File: config.mk
export PLATFORM = sky130hd
export DESIGN_NAME = square_lut_pipe
export DESIGN_NICKNAME = d
export VERILOG_FILES = /design/src/rtl/square_lut_pipe.sv
export SDC_FILE = /design/constraint.sdc
export NUM_CORES = 1
export LEC_CHECK = 0
export ABC_AREA = 1
export CAP_MARGIN = 15
export CORE_ASPECT_RATIO = 1.1
export CORE_MARGIN = 1
export CORE_UTILIZATION = 50
export CTS_CLUSTER_SIZE = 28
export DETAILED_ROUTE_END_ITERATION = 10
export PLACE_DENSITY = 0.81
export SLEW_MARGIN = 20
export SYNTH_ARGS = -nofsm -noshare
export SYNTH_HDL_FRONTEND = slang
export SYNTH_SLANG_ARGS = --single-unit
File: constraint.sdc
create_clock -name clk -period 2.4 [get_ports clk]
set_clock_uncertainty 0.05 [all_clocks]
set_input_delay 0.48 -clock clk [delete_from_list [all_inputs] [get_ports clk]]
set_output_delay 0.48 -clock clk [all_outputs]
set_load 0.05 [all_outputs]
File: src/rtl/square_lut_pipe.sv
// rtl/square_lut_pipe.sv - two-stage squaring lookup with valid/ready flow control and tag passthrough
module square_lut_pipe #(
  parameter int N_WIDTH = 4,
  parameter int TAG_W   = 4
) (
  input  logic                 clk,
  input  logic                 rst,
  input  logic                 in_valid,
  output logic                 in_ready,
  input  logic [N_WIDTH-1:0]   in_n,
  input  logic                 in_sign,
  input  logic [TAG_W-1:0]     in_tag,
  output logic                 out_valid,
  input  logic                 out_ready,
  output logic [2*N_WIDTH-1:0] out_square,
  output logic                 out_neg,
  output logic [TAG_W-1:0]     out_tag
);

  localparam int SQ_W  = 2 * N_WIDTH;
  localparam int DEPTH = 1 << N_WIDTH;

  logic [SQ_W-1:0] sq_table [DEPTH];

  for (genvar k = 0; k < DEPTH; k++) begin : g_table
    assign sq_table[k] = SQ_W'(k * k);
  end

  logic               s1_valid;
  logic               s1_neg;
  logic [N_WIDTH-1:0] s1_mag;
  logic [TAG_W-1:0]   s1_tag;
  logic               s2_valid;
  logic               adv1;
  logic               adv2;
  logic               in_neg;
  logic [N_WIDTH-1:0] in_mag;

  assign adv2     = !s2_valid || out_ready;
  assign adv1     = !s1_valid || adv2;
  assign in_ready = adv1;

  // The most-negative code negates to itself in N bits, which read unsigned is
  // exactly its magnitude 2^(N_WIDTH-1), so no extra bit has to be carried.
  assign in_neg = in_sign & in_n[N_WIDTH-1];
  assign in_mag = in_neg ? (~in_n + N_WIDTH'(1)) : in_n;

  always_ff @(posedge clk or posedge rst) begin
    if (rst) begin
      s1_valid   <= 1'b0;
      s1_neg     <= 1'b0;
      s1_mag     <= '0;
      s1_tag     <= '0;
      s2_valid   <= 1'b0;
      out_square <= '0;
      out_neg    <= 1'b0;
      out_tag    <= '0;
    end else begin
      if (adv1) begin
        s1_valid <= in_valid;
        s1_neg   <= in_neg;
        s1_mag   <= in_mag;
        s1_tag   <= in_tag;
      end
      if (adv2) begin
        s2_valid   <= s1_valid;
        out_square <= sq_table[s1_mag];
        out_neg    <= s1_neg;
        out_tag    <= s1_tag;
      end
    end
  end

  assign out_valid = s2_valid;

endmodule

==> results.sh <==
export IMPL_grt_max_degree=24
export IMPL_max_slew_worst_pin_slew_ns=0.499
export IMPL_setup_violations=0
export IMPL_yosysTopAreaCell="dfrtp_1"
export IMPL_critPathSlowestCell="clkdlybuf4s50_1"
export IMPL_synth_edf_count=0
export IMPL_wl_um=1820
export IMPL_postCtsSetupRepairBufs=0
export IMPL_syn_nets=135
export IMPL_synth_area_um2=1020
export IMPL_start_util_pct=55.5
export IMPL_finish_utilization_pct=72.0
export IMPL_fp_dieH_um=49.4
export IMPL_ys_types=19
export IMPL_via_count=848
export IMPL_h_tree_depth=1
export IMPL_status="complete, no violations"
export IMPL_grt_pass1_wl_um=3240
export IMPL_crit_cells=1
export IMPL_drive_gt1_share_pct=8.72
export IMPL_grt_total_usage_pct=20.3
export IMPL_synth_top_cell_area_share_pct=56.3
export IMPL_ys_seq_area_share_pct=56.3
export IMPL_avgSynthCellArea_um2=8.45
export IMPL_clock_root_buffer="clkbuf_4"
export IMPL_setup_worst_path_class="flop to output pin"
export IMPL_path_clk_slew_ns=0.11
export IMPL_rsz0062_at_grt="false"
export IMPL_dp_hpwl_um=1420
export IMPL_synthArstFlopShare_pct=100
export IMPL_power_switching_w=0.000347
export IMPL_final_min_clock_period_ns=2.10
export IMPL_max_cap_violations=0
export IMPL_clock_path_buffers=2
export IMPL_cts_tree="yes"
export IMPL_hold_class="flop to flop"
export IMPL_worstPathRequired_ns=1.87
export IMPL_ff2ff_path_depth=3
export IMPL_synth_common_cells="nand2_1 (55), dfrtp_1 (23), inv_1 (10), nand3_1 (6), nor2_1 (5)"
export IMPL_holdBufCountCts=0
export IMPL_slowest_delay_ns=0.83
export IMPL_synth_ff_type="dfrtp_1"
export IMPL_cts_sink_count=23
export IMPL_die_width_um=45.1
export IMPL_max_freq_ghz=0.477
export IMPL_crit_path_start="out_valid"
export IMPL_fillers=169
export IMPL_drv_slew=0
export IMPL_grt_overflow_total=0
export IMPL_first_pass_iters=4
export IMPL_synth_seq_cells=23
export IMPL_min_period_over_period_pct=87.3
export IMPL_die_area_um2=2230
export IMPL_grt_pass1_vias=807
export IMPL_regToRegSetupSlack_ns=1.16
export IMPL_rows=16
export IMPL_crit_fanout=3
export IMPL_route_detailed_wl_per_inst_um=10.4
export IMPL_synth_area_leaders="dfrtp_1 (56%), nand2_1 (20%), inv_1 (3.7%), buf_6 (3.3%), nand3_1 (2.9%)"
export IMPL_clkPwrFrac_pct=18.0
export IMPL_antenna_cells=0
export IMPL_cp_cell_sequence="clkdlybuf4s50_1"
export IMPL_area_delta_synth_final_pct=29.7
export IMPL_worstPathArrival_ns=1.57
export IMPL_io_buffers=26
export IMPL_antenna_found_initial=0
export IMPL_io_pins=28
export IMPL_p_leak_nw=0.685
export IMPL_ir_drop_v=0.000451
export IMPL_hold_viol=0
export IMPL_finalSetupTns_ns=0
export IMPL_max_slew_margin_pct=66.6
export IMPL_pwr_density_cell_nw_per_um2=724
export IMPL_r2r_end="out_valid"
export IMPL_core_region_area_um2=1840
export IMPL_route_detailed_drc=0
export IMPL_finalWeightedCongestion=0.741
export IMPL_cts_buffers=3
export IMPL_detail_route_antenna_nets=0
export IMPL_final_nets=164
export IMPL_cts_resized=0
export IMPL_drtIter0Drc=16
export IMPL_r2r_start="out_valid"
export IMPL_swShare_pct=36.1
export IMPL_netlist_instances=121
export IMPL_synth_most_common_cell="nand2_1"
export IMPL_clk_latency_ns=0.31
export IMPL_end_kind="output pin"
export IMPL_seqPwrFrac_pct=49.0
export IMPL_endpoint="out_valid"
export IMPL_crit_family="buffers and inverters"
export IMPL_p_int_w=0.000614
export IMPL_vias_per_cell=4.82
export IMPL_path_buf_inv=1
export IMPL_min_path_cells=2
export IMPL_start_kind="flop"
export IMPL_power_frac_comb_pct=33.0
export IMPL_ys_warn_count=0
-- area by class of cell --
| class | instances | area, um2 | share of cell area (%) |
|---|---|---|---|
| Tap cell | 27 | 33.8 | 2.55 |
| Inverter | 12 | 45.0 | 3.40 |
| Sequential cell | 23 | 576 | 43.4 |
| Timing Repair Buffer | 28 | 285 | 21.5 |
| Clock buffer | 4 | 26.3 | 1.98 |
| Multi-Input combinational cell | 82 | 360 | 27.2 |
-- worst min path at each step --
stage               startpoint          to  slack [ns]
floorplan            s1_tag[0]   s1_tag[0]        0.39
global placement    out_tag[3]  out_tag[3]        0.41
detailed placement  out_tag[3]  out_tag[3]        0.41
CTS                 out_tag[3]  out_tag[3]        0.44
global route        out_tag[3]  out_tag[3]        0.45
finish              out_tag[3]  out_tag[3]        0.43
-- layout by cell type (no fill, tap or decap), types with 2 or more instances in the layout --
| cell type | instances |
|---|---|
| nor2_1 | 5 |
| nand2_2 | 3 |
| inv_2 | 2 |
| inv_1 | 10 |
| dfrtp_1 | 23 |
| nand2_1 | 55 |
| nand3_1 | 6 |
| clkbuf_4 | 3 |
| clkdlybuf4s50_1 | 25 |
| o21ai_1 | 4 |
| buf_4 | 2 |
-- metal layers --
| metal | global-route usage [%] | vias to the layer above | share of wire, % |
|---|---|---|---|
| met5 | 0 | - | 0 |
| met4 | 13.6 | 0 | 3.0 |
| met3 | 2.22 | 5 | 3.6 |
| met2 | 32.4 | 28 | 50 |
| met1 | 25.1 | 392 | 43 |
| li1 | - | 423 | - |
-- kinds of logic (layout without fill, tap and decap cells) --
group	after synthesis	in the layout	synth area share, %
AO/OA/AOI/OAI	6	6	3.18
buffers and inverters	16	44	8.45
XOR/XNOR	1	1	0.857
AND/OR/NAND/NOR	73	73	29.6
adder cells (fa/ha/maj)	1	1	1.22
flip-flops	23	23	56.3
other	1	1	0.367
-- sequential cells by signal, summed over array words and instances, names as in the netlist --
name        count
s1_neg          1
out_neg         1
out_square      7
out_valid       1
out_tag         4
s1_mag          4
s1_tag          4
s1_valid        1
-- stage by stage --
stage | setup WS, ns | total power (W) | std cells | hold slack, ns | area, um2
floorplan | 0.860 | 0.000688 | 121 | 0.392 | 1020
global placement | 0.597 | 0.000790 | 172 | 0.406 | 1300
detailed placement | 0.605 | 0.000797 | 172 | 0.408 | 1300
CTS | 0.294 | 0.000972 | 176 | 0.438 | 1330
global route | 0.258 | 0.00102 | 176 | 0.452 | 1330
finish | 0.305 | 0.000960 | 176 | 0.433 | 1330
-- power by group through the flow --
| stage | sequential, W | clock, W | combinational [W] |
|---|---|---|---|
| 5_1_grt | 0.000476 | 0.000195 | 0.000344 |
| 3_3_place_gp | 0.000476 | 0 | 0.000314 |
| 4_1_cts | 0.000470 | 0.000182 | 0.000321 |
| 2_1_floorplan | 0.000586 | 0 | 0.000102 |
| 3_5_place_dp | 0.000477 | 0 | 0.000320 |
| 6_report | 0.000470 | 0.000173 | 0.000317 |
No activity file was read; power rests on OpenSTA's default activity.
==> RTL edit 1 (same flow settings) <==
The parameter `TAG_W` goes from 4 to 5.
--- a/src/rtl/square_lut_pipe.sv
+++ b/src/rtl/square_lut_pipe.sv
@@ -1,7 +1,7 @@
 // rtl/square_lut_pipe.sv - two-stage squaring lookup with valid/ready flow control and tag passthrough
 module square_lut_pipe #(
   parameter int N_WIDTH = 4,
-  parameter int TAG_W   = 4
+  parameter int TAG_W   = 5
 ) (
   input  logic                 clk,
   input  logic                 rst,
Interface: changed (resized in_tag and out_tag); port bits go from 28 to 30. The function was not compared with the original's and may differ.
==> RTL edit 1 against the original RTL <==
  * Global-route usage shrank 0.72 points
  * Setup slack better by 0.070 ns
  * Power increased by 7.4%
  * Sequential cell count grew 2
  * Area after synthesis rose by 8.6%
  * Core utilization shrank 1.5 points
  * Sequential power increased by 8.3%
  * Wire length rose by 5.6%
  * Clock power increased by 2%
  * Cell area up 8.6%
  * Fmax rose by 3.5%
  * Highest routed layer unchanged
==> RTL edit 1: results (changes against the original RTL) <==
[global_routing]
use_met1=0.242  ; -0.00944
grt_pass1_wl_um=3340  ; +3.0%
grt_max_degree=26  ; +8.3%
grt_pass1_vias=815  ; +0.99%
grt_use_met2=0.343  ; +0.0189
met3_usage=0.0212  ; -0.00102

[run_status]
status=finished clean

[drt]
viasPerCell=4.70  ; -2.4%
wl_per_cell_um=10.2  ; -1.7%
totalWireLength_um=1930  ; +5.6%

[yosys]
yosysSeqAreaShare=0.564  ; +0.000662
syn_avg_cell_area_um2=8.54  ; +1.1%
syn-num-nets=145  ; +7.4%
yosys-top-cells-area=dfrtp_1 56%, nand2_1 20%, inv_1 4.1%, nand3_1 3.6%, o21ai_0 2.7%
synthTopCellsByCount=60 x nand2_1, 25 x dfrtp_1, 12 x inv_1, 8 x nand3_1, 6 x o21ai_0

[critical_path]
cp.arrival_ns=1.49  ; -0.08 ns
reg2reg_depth=6  ; +3
slowest_delay_ns=0.81  ; -0.02 ns

[power_and_ir_drop]
ir_drop_mv=0.369  ; -18%

[hold_path]
hp-class=reg2reg

[finish]
fillCellCount=182  ; +7.7%
final_nets=177  ; +7.9%

[cts]
cts_resized=0  ; unchanged

[placed_design]
place_congestion=0.789  ; +6.6%
dp_cells=185  ; +7.6%
hpwl_um=1500  ; +5.6%

-- RTL edit 1: cell types whose count changed after synthesis, sizes merged, moves of 2 or more --
cell	change
nand2	+3
nand3	+3
o21ai	+3
dfrtp	+2
nor2	-2
-- RTL edit 1: cells by family after synthesis --
family                     count (synthesis)  share of synthesized area
AOI/OAI and AO/OA                         10                     0.0541
adders and majority gates                  1                     0.0113
buffers and inverters                     17                     0.0721
DFF                                       25                      0.564
other                                      1                    0.00338
and+or+nand+nor                           76                      0.295
-- RTL edit 1: routing by layer --
metal,wire [µm],part of all wire,vias to the layer above
li1,-,-,465
met1,875,0.45,402
met2,960,0.50,20
met3,56,0.029,2
met4,33,0.017,0
met5,0,0,-
-- RTL edit 1: per-stage QoR --
| step | instance area (µm²) | utilization | hold slack, ns | setup slack [ns] | total power (µW) |
|---|---|---|---|---|---|
| after global routing | 1440 | 0.705 | 0.478 | 0.326 | 1090 |
| after CTS | 1440 | 0.705 | 0.437 | 0.362 | 1040 |
| after detailed placement | 1410 | 0.692 | 0.407 | 0.511 | 866 |
| final | 1440 | 0.705 | 0.434 | 0.375 | 1030 |
| after floorplan | 1110 | - | 0.392 | 0.682 | 746 |
| after global placement | 1410 | 0.692 | 0.403 | 0.525 | 857 |
-- RTL edit 1: area by class of cell --
cell class	count	share of cell area
clock buffers	4	0.0182
flip-flops and latches	25	0.434
multi-input cells	88	0.281
well taps	28	0.0243
repair buffers	31	0.209
inverters	13	0.0339
-- RTL edit 1: final timing paths --
path                                             end  slack (ns)                    from
setup / recovery                           out_valid        0.38   out_valid$_DFFE_PP0P_
hold / removal                out_tag[4]$_DFFE_PP0P_        0.43  out_tag[4]$_DFFE_PP0P_
setup reg to reg                s1_valid$_DFFE_PP0P_        1.07   out_valid$_DFFE_PP0P_
hold reg to reg               out_tag[4]$_DFFE_PP0P_        0.43  out_tag[4]$_DFFE_PP0P_
max in group asynchronous      s1_mag[3]$_DFFE_PP0P_        1.61                     rst
min in group asynchronous  out_square[2]$_DFFE_PP0P_        0.46                     rst
-- RTL edit 1: power breakdown --
part	leakage, µW	total [µW]	switching (µW)	internal [µW]
sequential	0.000305	509	34.5	475
combinational	0.000428	346	226	120
clock	0.0000150	177	112	64.6
-- RTL edit 1: worst min-delay path: cells and delay by family (launching register included) --
| family | cells | cell delay [ns] |
|---|---|---|
| flip-flops | 1 | 0.36 |
| AND/OR/NAND/NOR | 2 | 0.09 |
==> RTL edit 2 (config.mk and constraints unchanged) <==
Without the edit above. Make the reset (`rst`) synchronous in one clocked block.
--- a/src/rtl/square_lut_pipe.sv
+++ b/src/rtl/square_lut_pipe.sv
@@ -45,7 +45,7 @@
   assign in_neg = in_sign & in_n[N_WIDTH-1];
   assign in_mag = in_neg ? (~in_n + N_WIDTH'(1)) : in_n;
 
-  always_ff @(posedge clk or posedge rst) begin
+  always_ff @(posedge clk) begin
     if (rst) begin
       s1_valid   <= 1'b0;
       s1_neg     <= 1'b0;
Behaviour: differs if rst is asserted again (counterexample within 4 cycles, from zero or initial values and one cycle with rst high); with rst held inactive, the same outputs for 10 cycles.
==> RTL edit 2 against the original RTL <==
  * Setup slack better by 0.026 ns
  * First-iteration DRC count is 31% lower
  * Wire length is 5.0% higher
  * Area after synthesis is 6.4% lower
  * Core utilization is 1.9 points lower
  * Register-to-register slack better by 0.03 ns
  * Sequential cell count stayed put
  * Sequential share of layout area is 6.5 points lower
  * Cell area is 5.8% lower
  * Synthesized cell count is 6.6% higher
Power is not compared: it rests on default switching activity, and its combinational part moved more than twofold at a synthesized area within 25%.
==> RTL edit 2: results (changes against the original RTL) <==
[run_status]
status=finished clean

[placed_design]
place_area_um2=1220  ; -6.0%
place_congestion=0.735  ; -0.77%
hpwl_um=1400  ; -2.1%
dp_cells=169  ; -1.7%
pre_cts_ws_ns=0.562  ; -0.0431 ns

[power_and_ir_drop]
totalPowerFinal_uw=740
clkPwrFrac=0.237
leakage_uw=0.000542
power.internal_uw=526
ir_drop_mv=0.278
powerSeq_uw=419

[finish]
largest_register_ffs=7  ; unchanged
drive_gt1_frac=0.0710  ; -0.0163
regMostFlops=out_square

[yosys]
ys.flop_type=dfxtp_1
synth_cell_types=19  ; unchanged
ys_async_sr_fraction=0  ; -1.00
syn-num-nets=143  ; +5.9%
synthTopCellsByCount=23 x dfxtp_1, 22 x nor2_1, 21 x nand2_1, 14 x a21oi_1
syn_avg_cell_area_um2=7.42  ; -12%
yosysSeqAreaShare=0.481  ; -0.0820
yosysWarnings=0  ; unchanged
yosys-top-cells-area=dfxtp_1 48%, nor2_1 8.6%, nand2_1 8.2%, a21oi_1 7.3%, o21ai_0 6.8%

[cts]
cts_setup_buffers=0  ; unchanged
worstSkewPairLatency_ns=0.30
root_buffer=clkbuf_4
cts_resized=0  ; unchanged
cts_buffers=3  ; unchanged

[critical_path]
rrSetupSlack_ns=1.19  ; +0.03 ns
reg2reg_depth=4  ; +1
r2r-end=out_square[6]$_SDFFE_PP0P_
cp.arrival_ns=1.54  ; -0.03 ns
r2r-start=out_valid$_SDFFE_PP0P_
cp_slowest_cell=clkdlybuf4s50_1
worst-path-max-fanout=3  ; unchanged

[drt]
wl_per_cell_um=11.1  ; +6.8%
vias=881  ; +3.9%
dr.pass1.iters=4  ; unchanged
drt_iter0_drc=11  ; -5
totalWireLength_um=1910  ; +5.0%

[global_routing]
antenna_found_initial=0  ; unchanged
grt_max_degree=16  ; -33%
grtUsageTotal=0.196  ; -0.00718
grt_pass1_wl_um=3040  ; -6.2%
grt_pass1_vias=733  ; -9.2%

[hold_path]
holdPathEnd=out_square[0]$_SDFFE_PP0P_
hp-class=reg2reg
min-delay-start=out_square[0]$_SDFFE_PP0P_
hold_depth=2  ; unchanged

[timing]
finalSetupTns_ns=0  ; unchanged
slew_headroom=0.667  ; about the same
hold_ws_ns=0.425  ; -0.00879 ns

-- RTL edit 2: changes by cell type after synthesis, sizes merged, moves of 2 or more --
cell,unedited run,this run
nand3,7,10
dfrtp,23,0
clkbuf,0,2
dfxtp,0,23
or2,2,0
nor2,5,22
nand2,58,22
a21oi,0,14
o21ai,5,13
-- RTL edit 2: routing by layer --
metal | vias to the layer above | global-route usage | routed length (µm)
met1 | 386 | 0.244 | 895
met5 | - | 0 | 0
met2 | 28 | 0.343 | 919
met4 | 0 | 0.0938 | 34
li1 | 463 | - | -
met3 | 4 | 0.0226 | 64
-- RTL edit 2: how the worst max path moves through the flow --
stage | startpoint | end | slack (ns) | cells past startpoint
after floorplan | out_valid$_SDFFE_PP0P_ | in_ready | 0.79 | 2
after global placement | out_ready | out_square[6]$_SDFFE_PP0P_ | 0.61 | 6
after detailed placement | out_ready | out_square[6]$_SDFFE_PP0P_ | 0.56 | 6
after CTS | out_valid$_SDFFE_PP0P_ | out_valid | 0.32 | 1
after global routing | out_valid$_SDFFE_PP0P_ | out_valid | 0.28 | 1
final | out_valid$_SDFFE_PP0P_ | out_valid | 0.33 | 1
-- RTL edit 2: cell type report --
type | count | area [µm²]
repair buffers | 28 | 285
flip-flops and latches | 23 | 460
well taps | 18 | 22.5
multi-input cells | 86 | 400
clock buffers | 4 | 26.3
fillers | 148 | 533
inverters | 14 | 53.8
-- RTL edit 2: cells by family (layout without fill, tap and decap cells) --
logic type / count (synthesis) / after routing / synth area share
and+or+nand+nor: 56 / 56 / 0.252
AOI/OAI and AO/OA: 28 / 28 / 0.149
DFF: 23 / 23 / 0.481
buffers and inverters: 20 / 46 / 0.101
adders and majority gates: 1 / 1 / 0.0131
other: 1 / 1 / 0.00392
